## src/rtl/alu_operand_stage_if.sv

```systemverilog
// Bus bundle between the execute-stage operand sequencer and its environment
// (controller handshake, register-file read port, ALU inputs/outputs, results).
interface alu_operand_stage_if #(
  parameter int WIDTH = 16
);
  logic             start;
  logic             ready;
  logic [2:0]       rn;
  logic [2:0]       rm;
  logic [1:0]       shift;
  logic [1:0]       aluop_in;
  logic             asel;
  logic             bsel;
  logic [WIDTH-1:0] sximm5;
  logic [2:0]       rd_num;
  logic [WIDTH-1:0] rd_data;
  logic [WIDTH-1:0] ain;
  logic [WIDTH-1:0] bin;
  logic [1:0]       aluop;
  logic [WIDTH-1:0] alu_out;
  logic [2:0]       alu_z;
  logic [WIDTH-1:0] c_out;
  logic [2:0]       status;
  logic             done;

  // Environment side: controller, register file and ALU.
  modport master (
    output start, rn, rm, shift, aluop_in, asel, bsel, sximm5,
    output rd_data, alu_out, alu_z,
    input  ready, rd_num, ain, bin, aluop, c_out, status, done
  );

  // Operand stage side.
  modport slave (
    input  start, rn, rm, shift, aluop_in, asel, bsel, sximm5,
    input  rd_data, alu_out, alu_z,
    output ready, rd_num, ain, bin, aluop, c_out, status, done
  );
endinterface

```

## src/rtl/alu_operand_stage.sv

```systemverilog
// Multi-cycle operand fetch / execute / capture stage around a 16-bit ALU.
// Optional macro OPSTAGE_SKIP_A_EN: skip the Rn read when asel is captured high.
module alu_operand_stage #(
  parameter int WIDTH = 16
) (
  input logic                clk,
  input logic                reset,
  alu_operand_stage_if.slave bus
);

  typedef enum logic [2:0] {
    S_IDLE,
    S_RD_A,
    S_RD_B,
    S_EXEC,
    S_DONE
  } state_t;

  state_t           r_state;
  logic [WIDTH-1:0] r_a;
  logic [WIDTH-1:0] r_b;
  logic [WIDTH-1:0] r_c;
  logic [2:0]       r_status;
  logic [2:0]       r_rm;
  logic [1:0]       r_shift;
  logic [1:0]       r_aluop;
  logic             r_asel;
  logic             r_bsel;
  logic [WIDTH-1:0] r_sximm5;
  logic [2:0]       r_rd_num;
  logic             r_ready;
  logic             r_done;

  logic [WIDTH-1:0] w_sb;

  always_comb begin
    // NOTE: default first so every path assigns w_sb and no latch is inferred.
    w_sb = r_b;
    case (r_shift)
      2'b01:   w_sb = {r_b[WIDTH-2:0], 1'b0};
      2'b10:   w_sb = {1'b0, r_b[WIDTH-1:1]};
      2'b11:   w_sb = {r_b[WIDTH-1], r_b[WIDTH-1:1]};
      default: w_sb = r_b;
    endcase
  end

  // NOTE: all state below uses non-blocking assignments so every register
  // samples pre-edge values, independent of statement order.
  always_ff @(posedge clk or posedge reset) begin
    if (reset) begin
      r_state  <= S_IDLE;
      r_a      <= '0;
      r_b      <= '0;
      r_c      <= '0;
      r_status <= '0;
      r_rm     <= '0;
      r_shift  <= '0;
      r_aluop  <= '0;
      r_asel   <= 1'b0;
      r_bsel   <= 1'b0;
      r_sximm5 <= '0;
      r_rd_num <= '0;
      r_ready  <= 1'b1;
      r_done   <= 1'b0;
    end else begin
      case (r_state)
        S_IDLE: begin
          if (bus.start) begin
            r_rm     <= bus.rm;
            r_shift  <= bus.shift;
            r_aluop  <= bus.aluop_in;
            r_asel   <= bus.asel;
            r_bsel   <= bus.bsel;
            r_sximm5 <= bus.sximm5;
            r_ready  <= 1'b0;
`ifdef OPSTAGE_SKIP_A_EN
            if (bus.asel) begin
              r_state  <= S_RD_B;
              r_rd_num <= bus.rm;
            end else
`endif
            begin
              r_state  <= S_RD_A;
              r_rd_num <= bus.rn;
            end
          end
        end
        S_RD_A: begin
          r_a      <= bus.rd_data;
          r_rd_num <= r_rm;
          r_state  <= S_RD_B;
        end
        S_RD_B: begin
          r_b      <= bus.rd_data;
          r_rd_num <= '0;
          r_state  <= S_EXEC;
        end
        S_EXEC: begin
          r_c      <= bus.alu_out;
          // The ALU V flag is meaningless for the logic ops (aluop 1x).
          r_status <= {bus.alu_z[2:1], r_aluop[1] ? 1'b0 : bus.alu_z[0]};
          r_done   <= 1'b1;
          r_state  <= S_DONE;
        end
        S_DONE: begin
          r_done  <= 1'b0;
          r_ready <= 1'b1;
          r_state <= S_IDLE;
        end
        default: begin
          r_done   <= 1'b0;
          r_ready  <= 1'b1;
          r_rd_num <= '0;
          r_state  <= S_IDLE;
        end
      endcase
    end
  end

  assign bus.ready  = r_ready;
  assign bus.done   = r_done;
  assign bus.rd_num = r_rd_num;
  assign bus.aluop  = r_aluop;
  assign bus.ain    = r_asel ? '0 : r_a;
  assign bus.bin    = r_bsel ? r_sximm5 : w_sb;
  assign bus.c_out  = r_c;
  assign bus.status = r_status;

endmodule

```

## src/flat_wrapper.sv

```systemverilog
// flat-port wrapper written by rule: the top's interface ports become plain ports
module alu_operand_stage_flat 
#(
  parameter int WIDTH = 16
)
  (clk, reset, bus_start, bus_rn, bus_rm, bus_shift, bus_aluop_in, bus_asel, bus_bsel, bus_sximm5, bus_rd_data, bus_alu_out, bus_alu_z, bus_ready, bus_rd_num, bus_ain, bus_bin, bus_aluop, bus_c_out, bus_status, bus_done);
  alu_operand_stage_if #(.WIDTH(WIDTH)) bus_i ();
  input logic clk;
  input logic reset;
  input wire logic [$bits(bus_i.start)-1:0] bus_start;
  input wire logic [$bits(bus_i.rn)-1:0] bus_rn;
  input wire logic [$bits(bus_i.rm)-1:0] bus_rm;
  input wire logic [$bits(bus_i.shift)-1:0] bus_shift;
  input wire logic [$bits(bus_i.aluop_in)-1:0] bus_aluop_in;
  input wire logic [$bits(bus_i.asel)-1:0] bus_asel;
  input wire logic [$bits(bus_i.bsel)-1:0] bus_bsel;
  input wire logic [$bits(bus_i.sximm5)-1:0] bus_sximm5;
  input wire logic [$bits(bus_i.rd_data)-1:0] bus_rd_data;
  input wire logic [$bits(bus_i.alu_out)-1:0] bus_alu_out;
  input wire logic [$bits(bus_i.alu_z)-1:0] bus_alu_z;
  output wire logic [$bits(bus_i.ready)-1:0] bus_ready;
  output wire logic [$bits(bus_i.rd_num)-1:0] bus_rd_num;
  output wire logic [$bits(bus_i.ain)-1:0] bus_ain;
  output wire logic [$bits(bus_i.bin)-1:0] bus_bin;
  output wire logic [$bits(bus_i.aluop)-1:0] bus_aluop;
  output wire logic [$bits(bus_i.c_out)-1:0] bus_c_out;
  output wire logic [$bits(bus_i.status)-1:0] bus_status;
  output wire logic [$bits(bus_i.done)-1:0] bus_done;
  assign bus_i.start = bus_start;
  assign bus_i.rn = bus_rn;
  assign bus_i.rm = bus_rm;
  assign bus_i.shift = bus_shift;
  assign bus_i.aluop_in = bus_aluop_in;
  assign bus_i.asel = bus_asel;
  assign bus_i.bsel = bus_bsel;
  assign bus_i.sximm5 = bus_sximm5;
  assign bus_i.rd_data = bus_rd_data;
  assign bus_i.alu_out = bus_alu_out;
  assign bus_i.alu_z = bus_alu_z;
  assign bus_ready = bus_i.ready;
  assign bus_rd_num = bus_i.rd_num;
  assign bus_ain = bus_i.ain;
  assign bus_bin = bus_i.bin;
  assign bus_aluop = bus_i.aluop;
  assign bus_c_out = bus_i.c_out;
  assign bus_status = bus_i.status;
  assign bus_done = bus_i.done;
  alu_operand_stage #(.WIDTH(WIDTH)) u_core (.clk(clk), .reset(reset), .bus(bus_i));
endmodule
```

## config.mk

```make
export PLATFORM = sky130hd
export DESIGN_NAME = alu_operand_stage_flat
export DESIGN_NICKNAME = d
export VERILOG_FILES = /design/src/rtl/alu_operand_stage_if.sv /design/src/rtl/alu_operand_stage.sv /design/src/flat_wrapper.sv
export SDC_FILE = /design/constraint.sdc
export NUM_CORES = 1
export LEC_CHECK = 0
export BUFFER_PORTS_ARGS = -buffer_cell sky130_fd_sc_hd__clkbuf_2
export CAP_MARGIN = 20
export CORE_ASPECT_RATIO = 1.25
export CORE_MARGIN = 1.5
export CORE_UTILIZATION = 42
export DETAILED_ROUTE_END_ITERATION = 6
export HOLD_SLACK_MARGIN = 0.03
export PLACE_DENSITY = 0.68
export SETUP_SLACK_MARGIN = 0.1
export SYNTH_ARGS = -nofsm -noshare
export SYNTH_HDL_FRONTEND = slang
export SYNTH_SLANG_ARGS = --single-unit
```

## constraint.sdc

```tcl
create_clock -name clk -period 7.1 [get_ports clk]
set_input_delay 1.42 -clock clk [delete_from_list [all_inputs] [get_ports clk]]
set_output_delay 1.42 -clock clk [all_outputs]
set_load 0.02 [all_outputs]
```

## After elaboration in Yosys (flattened, before gate mapping)

Index checks and enable logic that the tools add are counted.

| word-level totals | value |
|---|---|
| memories | 0 |
| bits in latches | 0 |
| bits in read-only memories | 0 |
| bits of input ports | 66 |
| output and inout port bits | 58 |
| bits in writable memories | 0 |
| register bits | 84 |
| logic and storage cells | 42 |

| cells by class | value |
|---|---|
| bitwise gates (word level) | 2 |
| equality and inequality tests | 8 |
| $lt $le $gt $ge | 0 |
| reduce and logical (&&, ||, !) cells | 7 |
| shift-type cells | 0 |
| $add $sub $neg | 0 |
| mux-type cells | 11 |
| divide/modulo/power cells | 0 |
| $mul | 0 |

Operators by type and width:

| kind | count |
|---|---|
| $pmux W16 S3 | 1 |
| $mux W16 | 2 |
| $pmux W3 S4 | 1 |
| $pmux W3 S3 | 1 |
| $eq A3 B2 Y1 const B | 2 |
| $mux W3 | 2 |
| $reduce_and A2 Y1 | 3 |
| $reduce_or A3 Y1 | 2 |
| $eq A2 B2 Y1 const B | 2 |
| $pmux W1 S2 | 2 |
| $eq A3 B1 Y1 const B | 1 |
| $eq A3 B3 Y1 const B | 1 |
| $logic_not A3 Y1 | 1 |
| $eq A2 B1 Y1 const B | 1 |
| $mux W1 | 2 |
| $ne A2 B2 Y1 const B | 1 |
| $not A1 Y1 | 2 |
| $reduce_or A2 Y1 | 1 |

## Longest topological paths before layout

Gate-level depths: netlist of the first run.

| logic depth | value |
|---|---|
| depth in word-level cells | 4 |
| mapped depth | 6 |
| depth with buffers taken out | 3 |

## Worst setup path after synthesis of the first run

OpenSTA, ideal clock, no wires.

| timing path | value |
|---|---|
| path kind | flip-flop to output port |
| start point | register u_core.r_shift[0] |
| end point | output port bus_bin[10] |
| arrival time | 1.433 ns |
| data required time | 5.680 ns |
| cell stages (with the launch flop) | 6 |
| path buffers | 2 |
| setup slack | 4.247 ns |
| cell sequence | dfrtp_1 -> buf_2 -> buf_2 -> mux2_2 -> mux2i_1 -> o21ai_0 |

| on the way | value |
|---|---|
| word-level cells in the longest chain between the ends | 3 |
| elaborated cells between the ends (all ways) | 5 |
| classes of those cells | eq/ne: 3; mux: 2 |

Ends and longest elaborated chain:

| what | RTL line | RTL |
|---|---|---|
| start: declaration | alu_operand_stage.sv:25 | `logic [1:0] r_shift;` |
| start signal: assignment | alu_operand_stage.sv:70 | `r_shift <= bus.shift;` |
| $eq A2 B2 Y1 / $eq A2 B1 Y1 (equally long branches) | alu_operand_stage.sv:39 | `case (r_shift)` |
| $pmux W16 S3 (*) | alu_operand_stage.sv:39 |  |
| $mux W16 (*) | alu_operand_stage.sv:125 | `assign bus.bin = r_bsel ? r_sximm5 : w_sb;` |
| end: declaration | flat_wrapper.sv:24 | `output wire logic [$bits(bus_i.bin)-1:0] bus_bin;` |

Every way passes the cells marked *; elsewhere a longest branch is shown, timed or not.

## Final worst setup path of the first run

| timing path | value |
|---|---|
| start point | register u_core.r_shift[1] |
| end point | output port bus_bin[15] |

The elaborated chain is that of the path after synthesis.

==> key figures, run 1 <==
Setup path
  – Crit path arrival time: ~2300 ps
  – CP max FO: 19
  – Crit end category: output port
  – Critical setup path kind: reg2out
  – Worst path required time: roughly 5700 ps
  – Startpoint Class: flip-flop

Clock network
  – Cts hold-fix bufs: 0
  – Clock buffer depth: 2
  – Clock transition at path regs: about 90 ps
  – Root Buffer: clkbuf_8
  – TritonCTS clock tree: yes
  – # resized after CTS: 0
  – H-tree depth: 3
  – Clock sinks: 84
  – Worst-Skew Late Latency: approximately 350 ps
  – Cts bufs inserted: 9
  – Postcts setup bufs: 0

STA
  – Hold Vio Cnt, Final: 0
  – RSZ-0062 raised after global routing: no
  – Final worst-path cycle share: 0.5205
  – Layout Skew: roughly 8.5 ps
  – Final setup fails: 0
  – Setup TNS: 0 ps
  – Worst slew pin tran: a little under 1000 ps
  – Tmin final: about 3700 ps
  – Slew Limit Fails: 0
  – Slew headroom: 0.3475
  – Fmax: 270.6 MHz

Yosys
  – Synth area leaders: dfrtp_1, mux2_2, mux2_4
  – Post-synth EDFFs: 0
  – Syn Nets: about 360
  – Post-synth top area share: 0.5384
  – Synth Flop Type: dfrtp_1
  – Mapped Area: a little under 4000 sq um
  – Syn_area_per_cell: 13.26 sq um
  – Async SR Flop Fraction: 1.000
  – Yosys cell types: 27
  – Register area share after synthesis: 0.5452
  – Post-Synthesis Cells: 291
  – Dominant cell type by area after synthesis: dfrtp_1
  – Number of warnings issued by yosys: 0
  – FF+latch count, synth: 84

Die
  – Die area: approximately 10000 sq um
  – Die height: 110.1 um
  – FP Rows: 38
  – I/O pins: ~120
  – Die width: ~89 um
  – Starting Density: 0.4385
  – Core area: 8796 sq um

Status
  – Outcome: finished clean

GRT
  – Initial antenna violation count: 0
  – Grt ovf: 0
  – Vias in the first global route: between 2,000 and 2,500
  – First-pass GRT wire length: about 12,000 um
  – Gr usage total: 0.1654
  – Largest net degree at the start of global routing: 85

Placement
  – Hpwl dp: approximately 5700 um
  – Placer congestion estimate: 0.7257
  – Placed insts: 518
  – IO buf count: 123

Cells and area
  – Share of cells above drive strength 1: 0.5481
  – Util after Layout: 0.5414
  – Multi-input logic area: ~1600 sq um
  – ANT cells: 0
  – Area Overhead vs Synth: 23.45%
  – Non-Filler Instances: approximately 540
  – Register area: 2103 sq um
  – Final Net Count: approximately 480
  – Fillers: 808

Route
  – DR DRC count: 0
  – ANT nets after route: 0
  – Starting DRT DRC Count: about 110
  – Final wirelength: just under 8000 um
  – TritonRoute pass-1 iters: 4
  – Routed len/inst: about 15 um
  – Via/cell ratio: 4.910
  – Vias: ~2,600

Min path
  – HP Class: reg2reg

Job
  – Max_cap viols: 0

Power and ir drop
  – Power Dens Cells: 525.5 nW/um^2
  – Peak supply drop: between 200 and 250 uV
  – LEAKAGE: between 2 and 2.5 nW
==> worst paths after layout <==
path	startpoint	to	slack [ps]	cells after the start
worst min register to register	u_core.bus.status[0]	u_core.bus.status[0]	490	2
max in group asynchronous	reset	u_core.bus.ready	5420	4
worst min-delay path	u_core.bus.status[0]	u_core.bus.status[0]	490	2
min in group asynchronous	reset	u_core.r_sximm5[4]	1050	3
worst max-delay path	u_core.r_shift[1]	bus_bin[15]	3400	4
worst max register to register	u_core.r_state[0]	u_core.bus.rd_num[0]	5050	3
==> placed cells by master, fill, tap and decap left out <==
cell / n
a21oi_1: 2
nor3_1: 1
nor2_1: 6
buf_16: 1
a22o_1: 3
clkbuf_8: 9
clkbuf_1: 1
nand2b_1: 1
inv_1: 3
mux2_2: 72
buf_4: 2
nor3b_1: 1
nand3b_1: 1
o21ai_0: 21
a221oi_1: 1
dfrtp_1: 83
nor2b_1: 17
nor3b_2: 1
mux2i_1: 14
xnor2_1: 1
mux2_1: 7
nand2_1: 23
o31ai_1: 1
mux2_4: 10
clkinv_2: 2
and2_1: 1
nor4b_4: 1
bufinv_16: 1
buf_6: 1
clkinvlp_4: 4
clkbuf_2: 123
dfstp_2: 1
==> synth_stat cells, types with 2 or more instances <==
cell type,count
buf_6,3
dfrtp_1,83
nand2_1,23
a21oi_1,2
a22o_1,3
buf_4,2
mux2_4,10
buf_2,9
inv_1,4
o21ai_0,21
mux2i_1,14
nor2_1,6
mux2_1,7
nor2b_1,17
clkbuf_1,4
mux2_2,72
==> power breakdown <==
group          total (mW)  internal (mW)  switching (mW)
logic                1.20          0.602           0.596
clock network       0.335          0.162           0.173
registers           0.970          0.725           0.245
==> worst max-delay path: stages (launching register included) <==
cell and delay, ps:
dfrtp_1 930, mux2_2 410, a221oi_1 290, a21oi_1 80
clkbuf_2 200
==> cell families after synthesis <==
group / share of synthesized area
buf+inv: 0.03211
simple gates: 0.07363
flops: 0.5452
mux: 0.3059
compound gates: 0.04087
xor+xnor: 0.002271
==> routing by layer <==
metal  vias up  routed length (um)  track usage
li1       1249                   -            -
met1      1279                3165       0.1867
met2        91                4010       0.2857
met3        13                 475      0.04542
met4         0                 192      0.08036
met5         -                   0            0
==> flip-flops by register name, indices dropped and copies added, names as in the netlist <==
register / count
u_core.r_bsel: 1
u_core.bus.status: 3
u_core.r_a: 16
u_core.r_sximm5: 16
u_core.r_b: 16
u_core.bus.aluop: 2
u_core.bus.ready: 1
u_core.r_state: 3
u_core.bus.rd_num: 3
u_core.r_rm: 3
u_core.bus.c_out: 16
u_core.r_asel: 1
u_core.r_shift: 2
u_core.bus.done: 1
==> cell type report <==
class | count | share of cell area
clock buffers | 10 | 0.02680
clock inverters | 6 | 0.01366
inverters | 4 | 0.003416
multi-input cells | 185 | 0.3424
flip-flops and latches | 84 | 0.4417
well taps | 120 | 0.03153
repair buffers | 127 | 0.1406
==> per-stage QoR <==
step,worst slack (ps),total power [mW],hold slack (ps),cell area (sq um)
2_1_floorplan,3517,1.847,458.5,3857
3_3_place_gp,3840,2.152,465.5,4531
3_5_place_dp,3791,2.189,474.4,4531
4_1_cts,3389,2.529,494.9,4723
5_1_grt,3318,2.676,517.8,4762
6_report,3405,2.503,486.6,4762
No activity file was read; power rests on OpenSTA's default activity.
==> inputs of run 2 (changes only) <==
==> constraint.sdc (replaced) <==
create_clock -name clk -period 3.5 [get_ports clk]
set_input_delay 0.7 -clock clk [delete_from_list [all_inputs] [get_ports clk]]
set_output_delay 0.7 -clock clk [all_outputs]
set_load 0.02 [all_outputs]
==> key figures, run 2 (synthesis gave the netlist of run 1 again) <==
Route
  – Via/cell ratio: 4.831 (-1.6%)
  – Vias: 2,599 (-1.3%)
  – Routed len/inst: 15.12 um (+3.3%)
  – DR DRC count: 0 (unchanged)
  – ANT nets after route: 0 (unchanged)
  – TritonRoute pass-1 iters: 3 (-1)
  – Final wirelength: 8135 um (+3.7%)
  – Starting DRT DRC Count: 62 (-41%)

Setup path
  – R2R depth: 2 (-1)
  – RR Startpoint: u_core.r_state[0]
  – Crit end category: output port
  – R2r endpoint: u_core.bus.c_out[10]
  – Worst path required time: 2800 ps (-2880 ps)
  – CP max FO: 18 (-1)
  – Worst setup endpoint: bus_bin[4]
  – FF-to-FF setup slack: 1450 ps (-3600 ps)
  – Startpoint Class: flip-flop
  – Critical setup path kind: reg2out
  – Crit path arrival time: 1970 ps (-310 ps)
  – Crit path launch: u_core.r_shift[0]

Clock network
  – H-tree depth: 3 (unchanged)
  – Cts hold-fix bufs: 0 (unchanged)
  – TritonCTS clock tree: yes
  – Root Buffer: clkbuf_8
  – # resized after CTS: 0 (unchanged)
  – Cts bufs inserted: 9 (unchanged)
  – Postcts setup bufs: 0 (unchanged)
  – Clock transition at path regs: 80 ps (about the same)
  – Clock buffer depth: 2 (unchanged)
  – Clock sinks: 84 (unchanged)
  – Worst-Skew Late Latency: 350 ps (about the same)

STA
  – Final worst-path cycle share: 0.7635
  – Fmax: 374.2 MHz
  – Slew headroom: 0.3340 (-0.01345)
  – Worst slew pin tran: 996.0 ps (+20.11 ps)
  – Hold Vio Cnt, Final: 0 (unchanged)
  – Layout Skew: 7.826 ps (-0.6490 ps)
  – Tmin final: around 2700 ps
  – Setup WS post-layout: 827.6 ps (-2577 ps)
  – RSZ-0062 raised after global routing: no
  – Setup TNS: 0 ps (unchanged)
  – Hold slack final: 334.4 ps (-152.2 ps)
  – Slew Limit Fails: 0 (unchanged)
  – Final setup fails: 0 (unchanged)

Cells and area
  – Share of cells above drive strength 1: 0.5478 (about the same)
  – Register area: 2103 sq um (unchanged)
  – ANT cells: 0 (unchanged)
  – Fillers: 775 (-4.1%)
  – Commonest non-fill, non-tap cell in the layout: clkbuf_2
  – Non-Filler Instances: 538 (+0.37%)
  – Final Net Count: 479 (+0.42%)
  – Most frequent cells in the layout: clkbuf_2, dfrtp_1, mux2_2
  – Multi-input logic area: 1630 sq um (unchanged)
  – Area Overhead vs Synth: 24.16%

Job
  – Max_cap viols: 0 (unchanged)

Placement
  – Placer congestion estimate: 0.7407 (+2.1%)
  – IO buf count: 123 (unchanged)
  – Placed insts: 522 (+0.77%)
  – Pre-CTS WS: 1196 ps (-2595 ps)
  – Hpwl dp: 5992 um (+5.3%)

GRT
  – Gr usage total: 0.1734 (+0.007968)
  – Largest net degree at the start of global routing: 36 (-58%)
  – First-pass GRT wire length: 12,640 um (+5.2%)
  – Initial antenna violation count: 0 (unchanged)
  – Grt ovf: 0 (unchanged)
  – Vias in the first global route: 2,574 (+3.1%)

Status
  – Outcome: finished clean

Min path
  – HP Class: in2async

Die
  – Core area: 8796 sq um (unchanged)
  – Starting Density: 0.4385 (unchanged)
  – I/O pins: 124 (unchanged)
  – Die height: 110.1 um (unchanged)
  – Die width: 88.72 um (unchanged)
  – Die area: 9772 sq um (unchanged)
  – FP Rows: 38 (unchanged)

Power and ir drop
  – LEAKAGE: 2.297 nW (+1.1%)
  – Power Dens Cells: 1076 nW/um^2 (+100%)
  – Peak supply drop: 542.5 uV (+140%)
## run 2: cell types whose count changed in the layout (fill, tap and decap cells not counted), sizes merged
cell      delta
clkbuf       +1
clkinvlp     -3
bufinv       +1
buf          +2
inv          +1
## run 2: area by class of cell
type,count,area share
repair buffers,129,0.1405
clock inverters,5,0.01776
flip-flops and latches,84,0.4391
multi-input cells,185,0.3404
well taps,120,0.03135
inverters,4,0.003396
clock buffers,11,0.02743
## run 2: critical path, stage by stage, from the launching register on
cell and delay (ps):
dfrtp_1 760, mux2_2 410, mux2i_1 140, o21ai_0 100
clkbuf_2 200
## run 2: routing by layer
layer  up-vias  part of all wire  track usage
li1       1252                 -            -
met1      1250              0.41       0.1961
met2        85              0.52       0.3090
met3        12             0.057      0.04989
met4         0             0.012      0.06027
met5         -                 0            0
## run 2: through the flow
stage,utilization,power (mW),area [sq um]
2_1_floorplan,-,3.746,3857
3_3_place_gp,0.5176,4.391,4553
3_5_place_dp,0.5199,4.465,4573
4_1_cts,0.5445,5.230,4790
5_1_grt,0.5445,5.514,4790
6_report,0.5445,5.154,4790
## run 2: report_power, final
part	switching, mW	internal [mW]
registers	0.455	1.47
clock network	0.345	0.406
logic	1.26	1.22
## run 2: worst min path at each step
| stage | startpoint | endpoint | slack, ps |
|---|---|---|---|
| floorplan | u_core.r_rm[0] | u_core.r_rm[0] | 460 |
| global placement | u_core.bus.status[0] | u_core.bus.status[0] | 470 |
| detailed placement | u_core.bus.status[0] | u_core.bus.status[0] | 470 |
| CTS | reset | u_core.bus.c_out[9] | 340 |
| global route | reset | u_core.r_rm[2] | 360 |
| finish | reset | u_core.bus.c_out[9] | 330 |
==> inputs of run 3 (changes only) <==
--- a/config.mk
+++ b/config.mk
@@ -5,6 +5,7 @@
 export SDC_FILE = /design/constraint.sdc
 export NUM_CORES = 1
 export LEC_CHECK = 0
+export ABC_AREA = 1
 export BUFFER_PORTS_ARGS = -buffer_cell sky130_fd_sc_hd__clkbuf_2
 export CAP_MARGIN = 20
 export CORE_ASPECT_RATIO = 1.25
==> constraint.sdc (replaced) <==
create_clock -name clk -period 2.6 [get_ports clk]
set_input_delay 0.52 -clock clk [delete_from_list [all_inputs] [get_ports clk]]
set_output_delay 0.52 -clock clk [all_outputs]
set_load 0.02 [all_outputs]
==> key figures, run 3 <==
Clock network
  – Clock sinks: 84 (unchanged)
  – Clock transition at path regs: 60 ps (-20 ps)
  – H-tree depth: 3 (unchanged)
  – Clock buffer depth: 2 (unchanged)
  – Root Buffer: clkbuf_16
  – Cts bufs inserted: 9 (unchanged)
  – TritonCTS clock tree: yes
  – Worst-Skew Late Latency: 330 ps (-20 ps)

GRT
  – Vias in the first global route: 3,314 (+29%)
  – Initial antenna violation count: 0 (unchanged)
  – Grt ovf: 0 (unchanged)
  – First-pass GRT wire length: 15,040 um (+19%)
  – Largest net degree at the start of global routing: 43 (+19%)
  – Gr usage total: 0.1991 (+0.02571)

Setup path
  – Critical path's most frequent cell: nand2_1
  – Crit end category: output port
  – FF-to-FF setup slack: 850 ps (-600 ps)
  – Critical setup path kind: reg2out
  – Crit-path max cell delay: 590 ps (-170 ps)
  – Worst-path cell chain: nor2_4 -> nand2_1 -> nand3_1 -> nand2_1 -> nand2_1 -> clkbuf_2
  – R2R depth: 5 (+3)
  – Slowest cell on the critical path: dfrtp_1
  – Crit path arrival time: 1790 ps (-180 ps)
  – Startpoint Class: flip-flop
  – Worst path required time: 2080 ps (-720 ps)
  – CP max FO: 18 (unchanged)

Power and ir drop
  – Peak supply drop: 689.2 uV (+27%)
  – LEAKAGE: 2.840 nW (+24%)
  – Power Dens Cells: 1439 nW/um^2 (+34%)

Yosys
  – Multiplexer area fraction after synthesis: 0 (-0.3059)
  – FF+latch count, synth: 84 (unchanged)
  – Simple-gate share of the synthesized area: 0.3099 (+0.2362)
  – Syn Nets: 573 (+61%)
  – Syn_area_per_cell: 7.677 sq um (-42%)
  – Adder-cell share of the synthesized area: 0 (unchanged)
  – Register area share after synthesis: 0.5403 (-0.004907)
  – Post-synth EDFFs: 0 (unchanged)
  – Compound-Gate Fraction of Synth Area: 0.06557 (+0.02470)
  – Async SR Flop Fraction: 1.000 (unchanged)
  – Top post-synthesis cells by count: nand2_1, dfrtp_1, inv_1, nand3_1, o21ai_0
  – Mapped Area: 3892 sq um (+0.91%)
  – Largest family of logic cells by synthesized area: simple AND/OR/NAND/NOR gates
  – Yosys cell types: 19 (-30%)
  – Post-Synthesis Cells: 507 (+74%)
  – Synth area leaders: dfrtp_1, nand2_1, inv_1
  – Post-synth top area share: 0.5336 (-0.004846)
  – Number of warnings issued by yosys: 0 (unchanged)
  – Dominant cell type by area after synthesis: dfrtp_1
  – Top-count cell post-synth: nand2_1
  – Xor and xnor area share after synthesis: 0 (-0.002271)
  – Synth Flop Type: dfrtp_1

STA
  – Tmin final: around 2300 ps
  – Slew headroom: 0.4366 (+0.1025)
  – Final worst-path cycle share: 0.8897
  – Worst slew pin tran: 843.1 ps (-152.9 ps)
  – Slew Limit Fails: 0 (unchanged)
  – Setup TNS: 0 ps (unchanged)
  – Final setup fails: 0 (unchanged)
  – Hold Vio Cnt, Final: 0 (unchanged)
  – Layout Skew: 7.168 ps (-0.6583 ps)
  – RSZ-0062 raised after global routing: no
  – Fmax: roughly 430 MHz

Route
  – ANT nets after route: 0 (unchanged)
  – DR DRC count: 0 (unchanged)
  – Final wirelength: 9208 um (+13%)
  – TritonRoute pass-1 iters: 4 (+1)
  – Starting DRT DRC Count: 264 (+330%)
  – Routed len/inst: 12.33 um (-18%)
  – Via/cell ratio: 4.707 (-2.6%)
  – Vias: 3,516 (+35%)

Die
  – I/O pins: 124 (unchanged)
  – FP Rows: 39 (+2.6%)
  – Core area: 9076 sq um (+3.2%)
  – Die area: 9858 sq um (+0.89%)
  – Starting Density: 0.4289 (-0.009682)
  – Die height: 110.6 um (+0.44%)
  – Die width: 89.11 um (+0.44%)

Cells and area
  – Commonest non-fill, non-tap cell in the layout: nand2_1
  – Non-Filler Instances: 747 (+39%)
  – Area Overhead vs Synth: 25.91%
  – Final Net Count: 685 (+43%)
  – Fillers: 944 (+22%)
  – Register area: 2106 sq um (+0.12%)
  – ANT cells: 0 (unchanged)
  – Most frequent cells in the layout: nand2_1, clkbuf_2, dfrtp_1
  – Multi-input logic area: 1466 sq um (-10%)
  – Share of cells above drive strength 1: 0.2628 (-0.2850)

Min path
  – HP Class: in2async

Placement
  – Placed insts: 731 (+40%)
  – Placer congestion estimate: 0.8141 (+9.9%)
  – IO buf count: 123 (unchanged)
  – Hpwl dp: 6700 um (+12%)

Status
  – Outcome: finished clean

Job
  – Max_cap viols: 0 (unchanged)
run 3: metal layers:
layer  vias to the layer above  routed length [um]  global-route usage  share of wire
met5                         -                   0                   0              0
met4                         0                 195             0.08410          0.021
met3                        17                 668             0.06951          0.073
met2                       132                4588              0.3208           0.50
met1                      1595                3756              0.2374           0.41
li1                       1772                   -                   -              -
run 3: where the power goes:
group          internal [mW]  leakage [nW]  switching [mW]  total (mW)
logic                   1.09          1.65            2.05        3.15
clock network          0.837         0.159           0.511        1.35
registers               1.95          1.04           0.605        2.56
run 3: critical path: cells and delay by family, from the launching register on:
family        cells  cell delay (ps)
buf+inv           1              170
simple gates      5              690
flops             1              590
run 3: kinds of logic after synthesis:
family / Yosys count
AO/OA/AOI/OAI: 51
buffers and inverters: 80
AND/OR/NAND/NOR: 292
flip-flops: 84
run 3: through the flow:
step / total power, mW / worst slack, ps / instance area (sq um) / hold slack (ps) / utilization
floorplan: 4.768 / 749.4 / 3896 / 441.4 / -
finish: 7.052 / 286.7 / 4901 / 278.5 / 0.5400
CTS: 7.111 / 101.6 / 4893 / 304.7 / 0.5392
global placement: 5.660 / 510.1 / 4579 / 456.4 / 0.5045
detailed placement: 5.736 / 472.0 / 4579 / 459.4 / 0.5045
global route: 7.636 / 124.4 / 4901 / 346.5 / 0.5400
run 3: repair_timing:
| item | in CTS | in global routing |
|---|---|---|
| gates resized for setup | 0 | 3 |
| hold buffers | 0 | 0 |
| buffers inserted | 0 | 0 |
| endpoints found under the hold margin | 0 | 0 |
| endpoints found under the setup margin | 0 | 16 |
run 3: final timing paths:
check,from,end
min,reset,u_core.bus.c_out[0]
max reg2reg,u_core.r_state[0],u_core.r_sximm5[9]
min in group clk,bus_alu_out[12],u_core.bus.c_out[12]
max in group asynchronous,reset,u_core.r_bsel
max,u_core.r_shift[0],bus_bin[15]
min reg2reg,u_core.r_sximm5[10],u_core.r_sximm5[10]
run 3: layout make-up:
class	instances	area share
Clock inverter	7	0.01813
Multi-Input combinational cell	343	0.2992
Clock buffer	9	0.04595
Inverter	55	0.04289
Tap cell	123	0.03140
Sequential cell	84	0.4297
Timing Repair Buffer	126	0.1328
